`config.mk`:
```
export PLATFORM = sky130hd
export DESIGN_NAME = sram_decrypt_reader
export DESIGN_NICKNAME = d
export VERILOG_FILES = /design/src/rtl/sram_decrypt_pkg.sv /design/src/rtl/keystream_lfsr.sv /design/src/rtl/sram_decrypt_reader.sv
export SDC_FILE = /design/constraint.sdc
export NUM_CORES = 1
export LEC_CHECK = 0
export ABC_AREA = 1
export CORE_UTILIZATION = 66
export CTS_BUF_LIST = sky130_fd_sc_hd__clkbuf_4 sky130_fd_sc_hd__clkbuf_8
export CTS_CLUSTER_DIAMETER = 100
export DETAILED_ROUTE_END_ITERATION = 10
export DONT_BUFFER_PORTS = 1
export GPL_ROUTABILITY_DRIVEN = 0
export PLACE_DENSITY = 0.8
export SYNTH_ARGS = -nofsm -noshare
export SYNTH_HDL_FRONTEND = slang
export SYNTH_SLANG_ARGS = --single-unit
export TNS_END_PERCENT = 30
```
`constraint.sdc`:
```
create_clock -name i_clk -period 2.99 [get_ports i_clk]
set_input_delay 0.897 -clock i_clk [delete_from_list [all_inputs] [get_ports i_clk]]
set_output_delay 0.897 -clock i_clk [all_outputs]
set_load 0.03 [all_outputs]
```
`src/rtl/sram_decrypt_pkg.sv`:
```
// Shared types and constants for the decrypting SRAM reader.
package sram_decrypt_pkg;

    typedef enum logic [1:0] {
        IDLE  = 2'd0,
        READ  = 2'd1,
        DRAIN = 2'd2
    } state_t;

    localparam logic [7:0]  LFSR_TAPS     = 8'hB8;
    localparam int unsigned FIFO_DEPTH    = 2;
    localparam logic [7:0]  LFSR_ZERO_SUB = 8'h01;

    // One keystream step: shift left, feedback from bits 7,5,4,3.
    function automatic logic [7:0] lfsr_next(input logic [7:0] v);
        return {v[6:0], ^(v & LFSR_TAPS)};
    endfunction

endpackage

```
`src/rtl/keystream_lfsr.sv`:
```
// 8-bit keystream LFSR.
//   clk, rst_n : clock, async active-low reset (key resets to 8'h01)
//   load, seed : load seed (zero seed replaced by 8'h01)
//   step       : advance one step
//   key        : current keystream byte
module keystream_lfsr
    import sram_decrypt_pkg::*;
(
    input  logic       clk,
    input  logic       rst_n,
    input  logic       load,
    input  logic [7:0] seed,
    input  logic       step,
    output logic [7:0] key
);

    logic [7:0] r_key;

    // A zero state would lock the LFSR, so it is never loaded.
    always_ff @(posedge clk or negedge rst_n) begin
        if (!rst_n) begin
            r_key <= LFSR_ZERO_SUB;
        end else if (load) begin
            r_key <= (seed == 8'h00) ? LFSR_ZERO_SUB : seed;
        end else if (step) begin
            r_key <= lfsr_next(r_key);
        end
    end

    assign key = r_key;

endmodule

```
`src/rtl/sram_decrypt_reader.sv`:
```
// Sweeps an SRAM address range, XOR-decrypts each word with an LFSR
// keystream and streams plaintext out on valid/ready.
//   i_clk, i_rst_n         : clock, async active-low reset
//   i_start/i_base/i_len/i_key : job command (sampled in IDLE)
//   o_sram_addr, o_sram_write, i_sram_data : SRAM read port (1-cycle latency)
//   o_data, o_valid, i_ready : plaintext output stream
//   o_busy, o_done         : job status
module sram_decrypt_reader
    import sram_decrypt_pkg::*;
#(
    parameter int unsigned ADDR_WIDTH = 8,
    parameter int unsigned DATA_WIDTH = 8,
    parameter int unsigned DEPTH      = 256
) (
    input  logic                  i_clk,
    input  logic                  i_rst_n,
    input  logic                  i_start,
    input  logic [ADDR_WIDTH-1:0] i_base,
    input  logic [ADDR_WIDTH-1:0] i_len,
    input  logic [7:0]            i_key,
    output logic [ADDR_WIDTH-1:0] o_sram_addr,
    output logic                  o_sram_write,
    input  logic [DATA_WIDTH-1:0] i_sram_data,
    output logic [DATA_WIDTH-1:0] o_data,
    output logic                  o_valid,
    input  logic                  i_ready,
    output logic                  o_busy,
    output logic                  o_done
);

    localparam int unsigned KEY_REPS = DATA_WIDTH / 8;
    localparam int unsigned ADDR_MAX = DEPTH - 1;

    state_t                r_state, w_state_next;
    logic [ADDR_WIDTH-1:0] r_len, r_issued, r_addr, w_addr_inc;
    logic                  r_inflight;
    logic [DATA_WIDTH-1:0] r_buf0, r_buf1;
    logic [1:0]            r_count;
    logic                  r_done, r_busy;
    logic                  w_pop, w_push, w_issue, w_load, w_done_next;
    logic [2:0]            w_occ;
    logic [7:0]            w_key;

    assign w_pop  = (r_count != 2'd0) && i_ready;
    assign w_push = r_inflight;
    // Occupancy counts the slot freed by this cycle's pop so reads stream back to back.
    assign w_occ  = 3'(r_count) + 3'(r_inflight) - 3'(w_pop);
    assign w_addr_inc = (r_addr == ADDR_WIDTH'(ADDR_MAX)) ? '0 : r_addr + ADDR_WIDTH'(1);

    // Next-state and control decode.
    always_comb begin
        w_state_next = r_state;
        w_issue      = 1'b0;
        w_load       = 1'b0;
        w_done_next  = 1'b0;
        case (r_state)
            IDLE: begin
                if (i_start) begin
                    if (i_len != '0) begin
                        w_load       = 1'b1;
                        w_state_next = READ;
                    end else begin
                        w_done_next = 1'b1;
                    end
                end
            end
            READ: begin
                if (w_occ < 3'(FIFO_DEPTH)) begin
                    w_issue = 1'b1;
                    if (r_issued + ADDR_WIDTH'(1) == r_len) begin
                        w_state_next = DRAIN;
                    end
                end
            end
            DRAIN: begin
                // Last word leaves when nothing else is stored or arriving.
                if (w_pop && (r_count == 2'd1) && !r_inflight) begin
                    w_done_next  = 1'b1;
                    w_state_next = IDLE;
                end
            end
            default: w_state_next = IDLE;
        endcase
    end

    // State, counters, status and output buffer.
    always_ff @(posedge i_clk or negedge i_rst_n) begin
        if (!i_rst_n) begin
            r_state    <= IDLE;
            r_len      <= '0;
            r_issued   <= '0;
            r_addr     <= '0;
            r_inflight <= 1'b0;
            r_buf0     <= '0;
            r_buf1     <= '0;
            r_count    <= 2'd0;
            r_done     <= 1'b0;
            r_busy     <= 1'b0;
        end else begin
            r_state    <= w_state_next;
            r_done     <= w_done_next;
            r_inflight <= w_issue;
            // Busy spans through the o_done cycle, dropping the cycle after.
            if (w_load) begin
                r_busy <= 1'b1;
            end else if (r_done) begin
                r_busy <= 1'b0;
            end
            if (w_load) begin
                r_len    <= i_len;
                r_issued <= '0;
                r_addr   <= i_base;
            end else if (w_issue) begin
                r_issued <= r_issued + ADDR_WIDTH'(1);
                r_addr   <= w_addr_inc;
            end
            // Head of the buffer always sits in r_buf0.
            case ({w_push, w_pop})
                2'b10: begin
                    if (r_count == 2'd0) r_buf0 <= i_sram_data;
                    else                 r_buf1 <= i_sram_data;
                    r_count <= r_count + 2'd1;
                end
                2'b01: begin
                    r_buf0  <= r_buf1;
                    r_count <= r_count - 2'd1;
                end
                2'b11: begin
                    if (r_count == 2'd2) begin
                        r_buf0 <= r_buf1;
                        r_buf1 <= i_sram_data;
                    end else begin
                        r_buf0 <= i_sram_data;
                    end
                end
                default: ;
            endcase
        end
    end

    keystream_lfsr u_lfsr (
        .clk   (i_clk),
        .rst_n (i_rst_n),
        .load  (w_load),
        .seed  (i_key),
        .step  (w_pop),
        .key   (w_key)
    );

    assign o_sram_addr  = r_addr;
    assign o_sram_write = 1'b0;
    assign o_valid      = (r_count != 2'd0);
    assign o_data       = o_valid ? (r_buf0 ^ {KEY_REPS{w_key}}) : '0;
    assign o_busy       = r_busy;
    assign o_done       = r_done;

endmodule

```
---- Yosys cells after proc, flatten, opt, wreduce, memory -nomap -nowiden ----
Cells that the tools add are included.
operators by class
  $add $sub $neg .......................... 6
  order comparisons ....................... 1
  equal/unequal tests ..................... 17
  multiplexer cells ....................... 33
  bitwise logic cells ..................... 1
  reduce and logical (&&, ||, !) cells .... 19
operators with widths
  operator               count
  $mux W8                13
  $pmux W8 S3            1
  $add A8 B1 Y8 const B  2
  $ne A2 B2 Y1 const B   8
  $pmux W8 S2            1
  $reduce_bool A2 Y1     6
  $mux W1                10
  $mux W2                5
  $eq A2 B2 Y1 const B   4
  $eq A8 B8 Y1           1
  $eq A8 B8 Y1 const B   1
  $logic_not A8 Y1       1
  $reduce_bool A8 Y1     1
  $reduce_xor A8 Y1      1
  $xor A8 B8 Y8          1
  $eq A2 B1 Y1 const B   3
  $pmux W2 S3            1
  $reduce_and A5 Y1      1
  $logic_not A2 Y1       2
  $pmux W2 S2            1
  $add A2 B1 Y3          1
  $logic_and A1 B1 Y1    3
  $lt A3 B2 Y1 const B   1
  $reduce_and A3 Y1      1
  7 further kinds        7
word-level totals
  register bits after elaboration ......... 55
  output and inout bits ................... 20
  word-level logic and storage cells ...... 88

---- Logic depth before layout (Yosys ltp) ----
Gate-level depths: netlist of the first run.
  depth in word-level cells ............... 8
  gate-level depth with buffers ........... 20

---- Hierarchy ----
A second synthesis of the first run with hierarchy kept.
second synthesis, totals
  cells, all modules ...................... 410
  area total of the unflattened synthesis .. 3114.2 um2
modules (own cells, without submodules)
  module               instances  cells each  area an instance (um2)  seq. area each (um2)
  sram_decrypt_reader  1          348         2667.6                  1176.1
  keystream_lfsr       1          62          446.7                   201.4

---- Worst setup path before layout of the first run ----
Ideal clock, no wire load.
  path type ............................... register to register
  start point ............................. register r_count[1]
  end point ............................... register r_addr[0], in the netlist o_sram_addr[0]
  setup time .............................. 125 ps
  arrival ................................. 2551 ps
  slack ................................... 315 ps
  stages on the path, launching flop included .. 17
  path buffers ............................ 2
  period minus slack after synthesis ...... 2675 ps
  cells stage by stage .................... dfrtp_1 > inv_1 > ha_1 > inv_4 > nand2_8 > inv_4 > buf_6 > nor2_1 > o21ai_0 > fa_1 > nand3_1 > inv_1 > nand2_2 > nand2_2 > buf_4 > nand2_1 > nand3_1
between the ends
  cells in the longest elaborated chain, start to end .. 7
  elaborated cells on any way between the ends .. 8
  classes of those cells .................. add/sub (2); order compare (1); mux (2); reduce/logical (3)
RTL lines
  what                                 line                        text
  start, declared                      sram_decrypt_reader.sv:38   logic [1:0] r_count;
  start signal, assigned               sram_decrypt_reader.sv:122  r_count <= r_count + 2'd1;
  start signal, assigned               sram_decrypt_reader.sv:126  r_count <= r_count - 2'd1;
  $reduce_bool A2 Y1                   -
  named net o_valid                    sram_decrypt_reader.sv:25   output logic o_valid,
  $logic_and A1 B1 Y1                  sram_decrypt_reader.sv:44   assign w_pop = (r_count != 2'd0) && i_ready;
  $sub A3 B1 Y3                        sram_decrypt_reader.sv:47   assign w_occ = 3'(r_count) + 3'(r_inflight) - 3'(w_pop);
  $lt A3 B2 Y1                         sram_decrypt_reader.sv:68   if (w_occ < 3'(FIFO_DEPTH)) begin
  $mux W1                              sram_decrypt_reader.sv:68
  $mux W1                              sram_decrypt_reader.sv:56   case (r_state)
  $reduce_bool A2 Y1 (no source line)  -
  end signal, assigned                 sram_decrypt_reader.sv:112  r_addr <= i_base;
  end signal, assigned                 sram_decrypt_reader.sv:115  r_addr <= w_addr_inc;
  end, declared                        sram_decrypt_reader.sv:35   logic [ADDR_WIDTH-1:0] r_len, r_issued, r_addr, w_addr_inc;
The timed path passes the listed nets, and every way through them passes these cells.
A chain may end at the register's enable or synchronous reset.

---- Worst setup path after layout of the first run ----
  start point ............................. register r_count[0]
  end point ............................... output o_data[4]
between the ends
  cells in the longest elaborated chain, start to end .. 2
RTL lines
  what                line                        text
  $reduce_bool A2 Y1  sram_decrypt_reader.sv:152  assign o_valid = (r_count != 2'd0);
  $mux W8             sram_decrypt_reader.sv:153  assign o_data = o_valid ? (r_buf0 ^ {KEY_REPS{w_key}}) : '0;
  end, declared       sram_decrypt_reader.sv:24   output logic [DATA_WIDTH-1:0] o_data,
No other way between the ends.

==> results.ini, run 1 <==
[power_and_ir_drop]
power_density_mw_per_mm2 = 1090
total_power_uw = 3720
p_leak_uw = 0.00169
peakVddDrop_v = 0.000603
switching_share_pct = 50.4
power_switching_uw = 1870
comb_power_share_pct = 48.7
seq_power_share_pct = 39.2
internal_power_uw = 1840
p_clk_share_pct = 12.1

[cts]
cts_buffers = 5
htreeDepth = 2
cts-root-buf = clkbuf_8
holdBufCountCts = 0
cts_buffer_depth = 2
clock_latency_ns = 0.32
cts.clk_slew.worst_paths_ns = 0.11
cts_sinks = 55
tritoncts = done

[placed_design]
numPortBuffers = 0
postPlaceCellArea_mm2 = 0.00331
pre_cts_ws_ns = 0.157
dp_cells = 486
dpl.hpwl_mm = 4.90

[synthesis]
post-synth-top-area-cell = dfrtp_1
synth_nets = 466
synth_top_area_share_pct = 41.4
synth_cells = 424
ys_ff_latch = 55
yosys_warnings = 0
synth-seq-area-share_pct = 42.2
syn_avg_cell_area_um2 = 7.69
syn_area_mm2 = 0.00326
synth_cell_types = 37
synth_area_leaders = dfrtp_1 (41%), nand2_1 (13%), nand3_1 (7.2%)

[floorplanning]
rows = 25
core-area_mm2 = 0.00472
die_y_um = 72.3
die_w_um = 72.3
ios = 56
dieArea_mm2 = 0.00523
start_util_pct = 69.0

[sta]
fin_crit_sh_pct = 91.6
finalHoldViolations = 0
clock_skew_ns = 0.0121
setup_viol = 0
rsz0062_at_grt = false
fmax_mhz = 365
slew_viol_final = 0
worst_pin_slew_ns = 0.575
relSlewSlack_pct = 61.5
setup-tns-final_ns = 0
min_period_ns = 2.74
setup_slack_ns = 0.250

[layout]
fin_nets = 468
antenna_cells = 0
synthToLayoutAreaGrowth_pct = 4.49
drive_gt1_share_pct = 9.37
stdcell_area_mm2 = 0.00341
final_cells = 494

[hold_path]
hold_path.class = input pin to asynchronous set/reset pin

[outcome]
status = finished clean

[critical_path]
critPathMaxFanout = 5
endpoint_kind = output pin
crit_arrival_ns = 1.84
start_kind = flop
required_ns = 2.09
crit_type = flop to output pin

[drt]
drc_errors = 0
dr.max_layer_used = met4
wl_met3_um = 323
viasPerCell = 5.46
drt_iter0_drc = 210
drt-met1-wl_mm = 2.86
met2WireLength_mm = 3.44
dr.pass1.iters = 4
vias = 2697
avgRoutedWirePerCell_um = 13.5
antenna_left = 0
wl_mm = 6.68

[global_routing]
grt_max_degree = 56
first_global_vias = 2556
antenna_found_initial = 0
overflow = 0
grt_first_pass_wirelength_mm = 11.2
grt_use_total_pct = 27.5

[run]
cap_viol_max_count = 0

[cells by family (layout without fill, tap and decap cells)]
kind of cell | count (synthesis) | after routing | share of synthesized area, %
simple gates | 215 | 215 | 29.7
compound gates | 65 | 65 | 12.5
buf+inv | 69 | 72 | 9.32
xor+xnor | 12 | 12 | 3.22
flops | 55 | 55 | 42.2
mux | 1 | 1 | 0.307
other cells | 1 | 1 | 0.115
fa+ha+maj | 6 | 6 | 2.53
[synthesized netlist by cell type, drive strengths merged]
master / count
o211ai: 10
nand2: 122
o22ai: 4
dfrtp: 54
fa: 1
xnor2: 6
mux2i: 1
a21oi: 7
o21bai: 1
inv: 59
nor3: 2
nand3: 47
o21ai: 42
xor2: 6
nand3b: 1
conb: 1
nand4: 1
nor4: 1
nor2: 41
o221ai: 1
dfstp: 1
ha: 5
buf: 10
[cell type report]
class	count	area (um^2)
Sequential cell	55	1380
Clock inverter	3	26.3
Inverter	59	229
Fill cell	371	1320
Clock buffer	5	68.8
Tap cell	67	83.8
Timing Repair Buffer	5	37.5
Multi-Input combinational cell	300	1580
[stage by stage]
step / util (%) / hold slack (ns)
final: 72.1 / 0.250
after global routing: 72.1 / 0.230
after CTS: 72.0 / 0.242
after detailed placement: 70.0 / 0.475
after global placement: 70.0 / 0.467
after floorplan: - / 0.454
[worst max-delay path, stage by stage (launching register included)]
cell and delay, ns:
dfrtp_1 0.45, inv_1 0.11, ha_1 0.25, inv_4 0.09, buf_4 0.21, o21ai_0 0.11
a21oi_1 0.13, buf_4 0.18
[layer usage]
layer / vias to the layer above / global-route usage, %
met5: - / 0
met4: 0 / 6.32
met3: 7 / 6.53
met2: 70 / 49.2
met1: 1264 / 33.7
li1: 1356 / -
[what timing repair did]
item                       CTS  global route
buffers inserted             0             0
hold endpoints to repair     0             0
gates resized for setup      0             1
setup endpoints to repair    0             1
[final timing paths]
path | endpoint | slack [ns] | start | cells past startpoint
max in group asynchronous | u_lfsr.key[0] | 2.54 | i_rst_n | 0
worst min-delay path | r_len[7] | 0.25 | i_rst_n | 0
worst max register to register | o_sram_addr[7] | 0.26 | r_count[0] | 16
min in group i_clk | r_buf1[2] | 0.50 | r_buf1[2] | 2
worst max-delay path | o_data[4] | 0.25 | r_count[0] | 7
worst min register to register | r_buf1[2] | 0.50 | r_buf1[2] | 2
[layout by cell type, fill, tap and decap left out, types with 3 or more instances in the layout]
cell type  count
nand2_1      113
inv_1         54
dfrtp_1       54
nand3_1       47
nor2_1        34
o21ai_0       27
o21ai_1       13
a21oi_1        7
o211ai_1       7
xnor2_1        6
xor2_1         6
nand2_2        5
ha_1           5
clkbuf_8       5
buf_4          5
o22ai_1        4
inv_4          3
nor2_2         3
nand2_4        3
nor2_4         3
[state kept, by name (all words and copies together) (netlist names)]
name         count
r_inflight       1
r_buf1           8
r_issued         8
o_done           1
r_len            8
o_busy           1
u_lfsr.key       8
r_count          2
r_state          2
o_sram_addr      8
r_buf0           8
[power groups by stage]
stage | clock, uW | combinational (uW) | sequential, uW
2_1_floorplan | 0 | 1520 | 1390
3_3_place_gp | 0 | 1740 | 1450
3_5_place_dp | 0 | 1790 | 1460
4_1_cts | 457 | 1800 | 1450
5_1_grt | 484 | 2060 | 1500
6_report | 449 | 1810 | 1460
No activity file was read; power rests on OpenSTA's default activity.
==> inputs of run 2 (changes only) <==
Settings changed: CORE_ASPECT_RATIO from default to 1.5, REMOVE_ABC_BUFFERS from default to 1, SKIP_LAST_GASP from default to 1.
==> results.ini, run 2 (same netlist as run 1, synthesis figures left out) <==
[sta]
clock_skew_ns = 0.0106  ; -0.00155 ns
setup-tns-final_ns = 0  ; unchanged
setup_slack_ns = 0.233  ; -0.0174 ns
min_period_ns = 2.76  ; +0.0175 ns
rsz0062_at_grt = false
worst_pin_slew_ns = 0.593  ; +0.0188 ns
slew_viol_final = 0  ; unchanged
setup_viol = 0  ; unchanged
fmax_mhz = 363  ; -0.63%
fin_crit_sh_pct = 92.2  ; +0.58 points
relSlewSlack_pct = 60.3  ; -1.3 points
finalHoldViolations = 0  ; unchanged

[global_routing]
grt_use_total_pct = 27.2  ; -0.33 points
antenna_found_initial = 0  ; unchanged
grt_max_degree = 56  ; unchanged
overflow = 0  ; unchanged
first_global_vias = 2600  ; +1.7%
grt_first_pass_wirelength_mm = 10.8  ; -3.3%

[drt]
viasPerCell = 5.58  ; +2.3%
drt_iter0_drc = 141  ; -33%
dr.pass1.iters = 5  ; +1
drc_errors = 0  ; unchanged
vias = 2741  ; +1.6%
avgRoutedWirePerCell_um = 13.7  ; +1.5%
antenna_left = 0  ; unchanged
wl_mm = 6.75  ; +0.93%

[cts]
clock_latency_ns = 0.32  ; about the same
post_cts_buffers = 0  ; unchanged
htreeDepth = 2  ; unchanged
cts_sinks = 55  ; unchanged
cts_buffer_depth = 2  ; unchanged
cts.repair.resized = 0  ; unchanged
holdBufCountCts = 0  ; unchanged
cts.clk_slew.worst_paths_ns = 0.11  ; about the same
tritoncts = done
cts_buffers = 5  ; unchanged
cts-root-buf = clkbuf_8

[critical_path]
cp_num_buf_inv = 4  ; unchanged
critical-path-max-stage-delay_ns = 0.42  ; -0.03 ns
rr_startpoint = r_count[1]
crit_type = flop to output pin
r2r_cells = 17  ; +1
required_ns = 2.09  ; about the same
crit_arrival_ns = 1.86  ; +0.02 ns
worst-path-stages = 7  ; unchanged
reg2reg_to = o_sram_addr[7]
cpLargestDelayFamily = buffers and inverters
cpMostUsedCell = buf_4
critPathCapture = o_data[0]
cpMaxStageDelayCell = dfrtp_1
critPathMaxFanout = 7  ; +2
r2r_slack_ns = 0.25  ; about the same
endpoint_kind = output pin
cp_cell_sequence = inv_1 -> ha_2 -> inv_4 -> buf_4 -> o21ai_0 -> a21oi_1 -> buf_4
start_kind = flop
crit_start = r_count[1]

[placed_design]
dpl.hpwl_mm = 5.07  ; +3.5%
pre_cts_ws_ns = 0.0537  ; -0.103 ns
numPortBuffers = 0  ; unchanged

[layout]
layout_commonest_cell = nand2_1
antenna_cells = 0  ; unchanged
layout_common_cells = nand2_1 (113), inv_1 (54), dfrtp_1 (54)
n_fill_cell = 404  ; +8.9%
fin_nets = 466  ; -0.43%
drive_gt1_share_pct = 9.18  ; -0.19 points
synthToLayoutAreaGrowth_pct = 3.99

[run]
cap_viol_max_count = 0  ; unchanged

[floorplanning]
rows = 31  ; +24%
core-area_mm2 = 0.00477  ; +1.0%
ios = 56  ; unchanged
die_y_um = 88.1  ; +22%
start_util_pct = 68.3  ; -0.69 points
die_w_um = 59.4  ; -18%
dieArea_mm2 = 0.00523  ; +0.12%

[power_and_ir_drop]
power_density_mw_per_mm2 = 1090  ; -0.23%
p_leak_uw = 0.00167  ; -0.88%
peakVddDrop_v = 0.000722  ; +20%

[outcome]
status = finished clean

[hold_path]
hold_path.class = input pin to asynchronous set/reset pin

[run 2: cell type report]
cell class                 instances  area, um^2  share of cell area [%]
tap                               66        82.6                    2.44
clock buffer                       5        68.8                    2.03
clock inverter                     3        23.8                   0.701
sequential                        55        1380                    40.6
timing repair buffer               3        22.5                   0.664
inverter                          59         229                    6.75
multi-input combinational        300        1590                    46.8
[run 2: metrics by stage]
step	util, %	total power [uW]	std cells	area [um^2]	hold slack [ns]
finish	71.1	3690	491	3390	0.267
global route	71.1	4000	491	3390	0.239
CTS	70.9	3690	491	3380	0.255
detailed placement	69.0	3260	483	3290	0.474
global placement	69.0	3200	483	3290	0.468
floorplan	-	2860	414	3190	0.454
[run 2: how the worst min path moves through the flow]
stage | end | slack [ns]
6_report | r_issued[2] | 0.27
5_1_grt | r_issued[3] | 0.24
4_1_cts | r_issued[3] | 0.25
3_5_place_dp | r_buf1[2] | 0.47
3_3_place_gp | r_buf1[3] | 0.47
2_1_floorplan | r_buf1[0] | 0.45
[run 2: power by group]
group / internal (uW) / switching, uW
logic: 599 / 1210
registers: 1060 / 391
clock network: 170 / 261
total: 1830 / 1860
[run 2: routing by layer]
layer	share of wire (%)	GRT usage, %	vias to the layer above
li1	-	-	1350
met1	39	29.5	1295
met2	53	49.4	73
met3	4.4	5.17	23
met4	3.6	13.0	0
met5	0	0	-
